==> src/rtl/diamond_stream_gen.sv <==
// Diamond-pattern generator: streams an ASCII diamond (spaced, filled or hollow)
// one character per valid/ready beat, with a runtime half-height.
module diamond_stream_gen #(
  parameter int MAX_N = 15,
  parameter int NW    = 4
) (
  input  logic          clk,
  input  logic          rst_n,
  input  logic          start,
  input  logic          abort,
  input  logic [NW-1:0] n_rows,
  input  logic [1:0]    mode,
  output logic [7:0]    char_data,
  output logic          char_valid,
  input  logic          char_ready,
  output logic          line_end,
  output logic          busy,
  output logic          done
);
  // Wide enough for 2*MAX_N so the body counter reaches 2*MAX_N-1 safely.
  localparam int CW = $clog2(2*MAX_N+1);
  localparam logic [7:0] CH_SP = 8'h20;
  localparam logic [7:0] CH_ST = 8'h2A;
  localparam logic [7:0] CH_NL = 8'h0A;

  typedef enum logic [2:0] {IDLE, LEAD, BODY, NL, FIN} state_t;

  state_t        st, nx_st;
  logic [CW-1:0] n_q, row_q, cnt_q;
  logic [1:0]    mode_q, mode_use;
  logic [CW-1:0] n_in, n_use, k_cur, k_nx, lead_nx, nx_row, nx_cnt;
  logic [7:0]    nx_char;
  logic          row_start;

  function automatic logic [CW-1:0] k_of(input logic [CW-1:0] r, input logic [CW-1:0] n);
    if (r < n) k_of = r + CW'(1);
    else       k_of = (n << 1) - r - CW'(1);
  endfunction

  assign n_in = (32'(n_rows) > MAX_N) ? CW'(MAX_N) : CW'(n_rows);

  // Position following the one currently presented (cnt_q is 1-based within
  // the lead run or the body), plus the character that goes with it.
  always_comb begin
    n_use     = (st == IDLE) ? n_in : n_q;
    mode_use  = (st == IDLE) ? mode : mode_q;
    k_cur     = k_of(row_q, n_q);
    nx_st     = st;
    nx_row    = row_q;
    nx_cnt    = cnt_q;
    row_start = 1'b0;
    case (st)
      IDLE: begin
        nx_row    = '0;
        row_start = 1'b1;
      end
      LEAD: begin
        if (cnt_q < n_q - k_cur) nx_cnt = cnt_q + CW'(1);
        else begin
          nx_st  = BODY;
          nx_cnt = CW'(1);
        end
      end
      BODY: begin
        if (cnt_q < (k_cur << 1) - CW'(1)) nx_cnt = cnt_q + CW'(1);
        else nx_st = NL;
      end
      NL: begin
        if (row_q == (n_q << 1) - CW'(2)) nx_st = FIN;
        else begin
          nx_row    = row_q + CW'(1);
          row_start = 1'b1;
        end
      end
      default: ;
    endcase
    k_nx    = k_of(nx_row, n_use);
    lead_nx = n_use - k_nx;
    if (row_start) begin
      nx_cnt = CW'(1);
      nx_st  = (lead_nx != '0) ? LEAD : BODY;
    end
    case (nx_st)
      LEAD: nx_char = CH_SP;
      NL:   nx_char = CH_NL;
      BODY: begin
        case (mode_use)
          2'd1:    nx_char = CH_ST;
          2'd2:    nx_char = (nx_cnt == CW'(1) || nx_cnt == (k_nx << 1) - CW'(1)) ? CH_ST : CH_SP;
          default: nx_char = nx_cnt[0] ? CH_ST : CH_SP;
        endcase
      end
      default: nx_char = 8'h00;
    endcase
  end

  always_ff @(posedge clk or negedge rst_n) begin
    if (!rst_n) begin
      st         <= IDLE;
      n_q        <= '0;
      row_q      <= '0;
      cnt_q      <= '0;
      mode_q     <= '0;
      char_data  <= 8'h00;
      char_valid <= 1'b0;
      line_end   <= 1'b0;
      busy       <= 1'b0;
      done       <= 1'b0;
    end else if (abort && st != IDLE) begin
      st         <= IDLE;
      char_data  <= 8'h00;
      char_valid <= 1'b0;
      line_end   <= 1'b0;
      busy       <= 1'b0;
      done       <= 1'b0;
    end else begin
      case (st)
        IDLE: begin
          done <= 1'b0;
          if (start && !abort) begin
            n_q    <= n_in;
            mode_q <= mode;
            row_q  <= nx_row;
            cnt_q  <= nx_cnt;
            if (n_in == '0) begin
              st   <= FIN;
              done <= 1'b1;
            end else begin
              st         <= nx_st;
              char_data  <= nx_char;
              char_valid <= 1'b1;
              line_end   <= 1'b0;
              busy       <= 1'b1;
            end
          end
        end
        FIN: begin
          done <= 1'b0;
          st   <= IDLE;
        end
        default: begin
          if (char_ready) begin
            st    <= nx_st;
            row_q <= nx_row;
            cnt_q <= nx_cnt;
            if (nx_st == FIN) begin
              char_data  <= 8'h00;
              char_valid <= 1'b0;
              line_end   <= 1'b0;
              busy       <= 1'b0;
              done       <= 1'b1;
            end else begin
              char_data <= nx_char;
              line_end  <= (nx_st == NL);
            end
          end
        end
      endcase
    end
  end
endmodule

==> config.mk <==
export PLATFORM = sky130hd
export DESIGN_NAME = diamond_stream_gen
export DESIGN_NICKNAME = d
export VERILOG_FILES = /design/src/rtl/diamond_stream_gen.sv
export SDC_FILE = /design/constraint.sdc
export NUM_CORES = 1
export LEC_CHECK = 0
export CELL_PAD_IN_SITES_DETAIL_PLACEMENT = 1
export CELL_PAD_IN_SITES_GLOBAL_PLACEMENT = 1
export CORE_MARGIN = 3
export CORE_UTILIZATION = 45
export DETAILED_ROUTE_END_ITERATION = 8
export GPL_TIMING_DRIVEN = 0
export PLACE_DENSITY_LB_ADDON = 0.12
export SLEW_MARGIN = 20
export SYNTH_ARGS = -nofsm -noshare
export SYNTH_HDL_FRONTEND = slang
export SYNTH_SLANG_ARGS = --single-unit
export TNS_END_PERCENT = 100
==> constraint.sdc <==
create_clock -name clk -period 6.2 [get_ports clk]
set_input_delay 0.62 -clock clk [delete_from_list [all_inputs] [get_ports clk]]
set_output_delay 0.62 -clock clk [all_outputs]
set_load 0.1 [all_outputs]
==> out/summary.json <==
{
  "status": {"value": "finished clean"},
  "layout_min_cycle_time": {"value": 5.81, "unit": "ns"},
  "ys_warn_count": {"value": 0},
  "fmax": {"value": 0.172, "unit": "GHz"},
  "timing.critical_path.mode_cell": {"value": "sky130_fd_sc_hd__ha_1"},
  "cp-start-kind": {"value": "flop"},
  "layout.cells.non_filler": {"value": 461},
  "placementRows": {"value": 28},
  "synthToLayoutAreaGrowth": {"value": 14.8, "unit": "%"},
  "max-vdd-ir-drop": {"value": 0.000257, "unit": "V"},
  "detailedRoute.firstPassIterationCount": {"value": 4},
  "yosysSeqAreaShare": {"value": 0.204},
  "grt_usage": {"value": 0.239},
  "timing.slew.headroom": {"value": 0.263},
  "synthesis.area": {"value": 2950, "unit": "um^2"},
  "synthFlopType": {"value": "sky130_fd_sc_hd__dfrtp_1"},
  "dr_total_vias": {"value": 2730},
  "die_w": {"value": 87.0, "unit": "um"},
  "clock_sinks": {"value": 24},
  "port_buffers": {"value": 17},
  "critPathKind": {"value": "flop to flop"},
  "setup_slack": {"value": 0.393, "unit": "ns"},
  "drcViolationCount": {"value": 0},
  "finalPower": {"value": 0.00183, "unit": "W"},
  "syn-mean-instance-area": {"value": 8.29, "unit": "um^2"},
  "core_region_area": {"value": 6130, "unit": "um^2"},
  "cts_tree": {"value": "done"},
  "clockRootBuffer": {"value": "sky130_fd_sc_hd__clkbuf_8"},
  "timing.critical_path.slowest_cell_delay": {"value": 0.49, "unit": "ns"},
  "post_drt_wl_per_cell": {"value": 18.8, "unit": "um"},
  "die_area": {"value": 7560, "unit": "um^2"},
  "timing.setup.tns": {"value": 0, "unit": "ns"},
  "maximum_fanout_along_the_worst_path": {"value": 6},
  "vias_cell": {"value": 5.92},
  "worst_setup_hold_path_clk_slew": {"value": 0.10, "unit": "ns"},
  "grt_pass1_vias": {"value": 2922},
  "leakagePower": {"value": 1.50, "unit": "nW"},
  "tightest_slew": {"value": 1.10, "unit": "ns"},
  "most_frequent_cells_in_the_layout": {"value": "sky130_fd_sc_hd__nand2_1 (41), sky130_fd_sc_hd__ha_1 (37), sky130_fd_sc_hd__o21ai_0 (26)"},
  "gr-total-overflow": {"value": 0},
  "ant_diodes": {"value": 0},
  "ioPinCount": {"value": 23},
  "critical-path-slowest-cell": {"value": "sky130_fd_sc_hd__or4_4"},
  "synth.lib_cells_used.distinct": {"value": 67},
  "worstPathCellList": {"value": "inv_4, ha_1, xor3_1, or4_4, o31ai_4, a32o_1, ha_1, a21oi_1, o21ai_1, a221oi_4, mux2i_2, ha_1, inv_1, o21bai_1, or3_1, a2111oi_4, nor2b_4, nor3b_4, nor3b_2, o41ai_2, o21ai_1"},
  "ant_nets": {"value": 0},
  "antenna_found_initial": {"value": 0},
  "drt_iter0_markers": {"value": 131},
  "cts-buffers-inserted": {"value": 3},
  "timing.hold.ws": {"value": 0.337, "unit": "ns"},
  "dpl.cell_count": {"value": 452},
  "synth_seq_cells": {"value": 24},
  "timing.critical_path.required": {"value": 6.37, "unit": "ns"},
  "final_net_count": {"value": 437},
  "globalplace.congestion": {"value": 0.847},
  "skew": {"value": 0.0109, "unit": "ns"},
  "final_min_period_over_clock_period": {"value": 0.937},
  "post_synth_edffs": {"value": 0},
  "drt_wl_total": {"value": 8670, "unit": "um"},
  "wire_length_of_the_first_global_routing_pass": {"value": 14300, "unit": "um"},
  "dpl_worst_slack": {"value": -0.224, "unit": "ns"},
  "cts_buffer_depth": {"value": 2},
  "cts_max_level": {"value": 1},
  "hold_path.class": {"value": "input port to async pin"},
  "slew_violations": {"value": 0},
  "detailed_place_hpwl": {"value": 6800, "unit": "um"},
  "mostFrequentLayoutCell": {"value": "sky130_fd_sc_hd__nand2_1"},
  "max_cap_violations": {"value": 0},
  "fraction_of_final_layout_cells_with_drive_strength_greater_than_1": {"value": 0.127},
  "timing.critical_path.arrival": {"value": 5.97, "unit": "ns"},
  "start_util": {"value": 0.481},
  "synth-async-reset-ratio": {"value": 1.00},
  "grt_max_degree": {"value": 25},
  "powerDensity": {"value": 542, "unit": "nW/um^2"},
  "worst_setup_path_end_kind": {"value": "flop"},
  "die_height": {"value": 87.0, "unit": "um"},
  "netlist_instances": {"value": 356},
  "timing.final.hold_violations": {"value": 0},
  "timing.final.setup_violations": {"value": 0},
  "worst_skew_pair.late_latency": {"value": 0.28, "unit": "ns"}
}
## worst paths after layout
path                       depth (start not counted)      endpoint  slack (ns)  startpoint
max in group asynchronous                          1        n_q[1]        5.44       rst_n
setup / recovery                                  21  char_data[3]        0.39      n_q[1]
min in group clk                                   1      line_end        0.50    line_end
hold / removal                                     1      row_q[2]        0.34       rst_n
setup reg to reg                                  21  char_data[3]        0.39      n_q[1]
hold reg to reg                                    1      line_end        0.50    line_end
## repair_timing
action	in CTS	in global routing
hold buffers	0	0
resized for setup	3	12
setup buffers	3	2
pin swaps	1	0
gates cloned	0	0
setup endpoints to repair	4	5
## logic make-up (layout without fill, tap and decap cells)
| logic type | after synthesis | count (layout) | share of synthesized area |
|---|---|---|---|
| buffers and inverters | 44 | 70 | 0.0653 |
| flip-flops | 24 | 24 | 0.204 |
| AO/OA/AOI/OAI | 103 | 103 | 0.246 |
| other | 1 | 5 | 0.00127 |
| multiplexers | 10 | 10 | 0.0356 |
| AND/OR/NAND/NOR | 108 | 108 | 0.187 |
| XOR/XNOR | 26 | 26 | 0.0874 |
| adder cells (fa/ha/maj) | 40 | 40 | 0.174 |
## layout make-up
class | instances | area, um^2
flip-flops and latches | 24 | 602
inverters | 28 | 108
well taps | 75 | 93.8
repair buffers | 22 | 203
clock buffers | 3 | 41.3
plain buffers | 16 | 87.6
fillers | 756 | 2750
multi-input cells | 292 | 2220
clock inverters | 1 | 30.0
## per-layer routing
layer | share of wire | vias to the layer above | GRT usage
li1 | - | 1330 | -
met1 | 0.45 | 1355 | 0.309
met2 | 0.50 | 37 | 0.428
met3 | 0.027 | 8 | 0.0170
met4 | 0.014 | 0 | 0.0595
met5 | 0 | - | 0
## cells in the mapped netlist, types with 2 or more instances
cell type	number	area (um^2)
sky130_fd_sc_hd__buf_4	7	52.6
sky130_fd_sc_hd__dfrtp_1	24	601
sky130_fd_sc_hd__nor2_1	18	67.6
sky130_fd_sc_hd__a21boi_0	3	22.5
sky130_fd_sc_hd__o211ai_1	4	30.0
sky130_fd_sc_hd__o31ai_1	3	22.5
sky130_fd_sc_hd__o2111ai_1	2	17.5
sky130_fd_sc_hd__ha_1	37	463
sky130_fd_sc_hd__a22oi_1	2	15.0
sky130_fd_sc_hd__nand4_1	3	18.8
sky130_fd_sc_hd__o21bai_1	2	15.0
sky130_fd_sc_hd__xor2_1	8	70.1
sky130_fd_sc_hd__mux2_2	4	45.0
sky130_fd_sc_hd__nor3b_1	4	30.0
sky130_fd_sc_hd__inv_1	27	101
sky130_fd_sc_hd__or3_1	2	12.5
sky130_fd_sc_hd__fa_1	2	40.0
sky130_fd_sc_hd__nand3_1	6	30.0
sky130_fd_sc_hd__xnor2_1	15	131
sky130_fd_sc_hd__a21oi_1	23	115
sky130_fd_sc_hd__and2_1	2	12.5
sky130_fd_sc_hd__nand2b_1	5	31.3
sky130_fd_sc_hd__xor2_2	2	32.5
sky130_fd_sc_hd__nor3b_2	2	25.0
sky130_fd_sc_hd__clkbuf_1	8	30.0
sky130_fd_sc_hd__nand2_1	42	158
sky130_fd_sc_hd__o21ai_0	27	135
sky130_fd_sc_hd__nor3_1	6	30.0
sky130_fd_sc_hd__a31oi_1	4	25.0
sky130_fd_sc_hd__nor4_1	4	25.0
sky130_fd_sc_hd__a21o_1	12	90.1
sky130_fd_sc_hd__a32o_1	2	20.0
sky130_fd_sc_hd__mux2i_1	6	60.1
sky130_fd_sc_hd__nor2b_1	5	31.3
## critical path: cells and delay by family, from the launching register on
kind                       cells  cell delay, ns
muxes                          1            0.30
xor gates and xnor gates       1            0.44
AOI/OAI and AO/OA              9            2.15
adders and majority gates      3            0.70
buffers and inverters          2            0.24
and+or+nand+nor                5            1.41
DFF                            1            0.47
## where the power goes
part	switching, W	total, W	internal, W
combinational	0.000871	0.00143	0.000557
clock	0.0000572	0.000144	0.0000865
sequential	0.0000608	0.000262	0.000201
total	0.000989	0.00183	0.000845
## state kept, by name, summed over array words and instances (netlist names)
name       flops
busy           1
cnt_q          5
char_data      2
mode_q         2
done           1
row_q          5
n_q            4
line_end       1
st             3
## through the flow
step	utilization	cell area (um^2)
after floorplan	-	2970
after global placement	0.527	3230
after detailed placement	0.526	3220
after CTS	0.543	3330
after global routing	0.552	3390
final	0.552	3390
No activity file was read; power rests on OpenSTA's default activity.
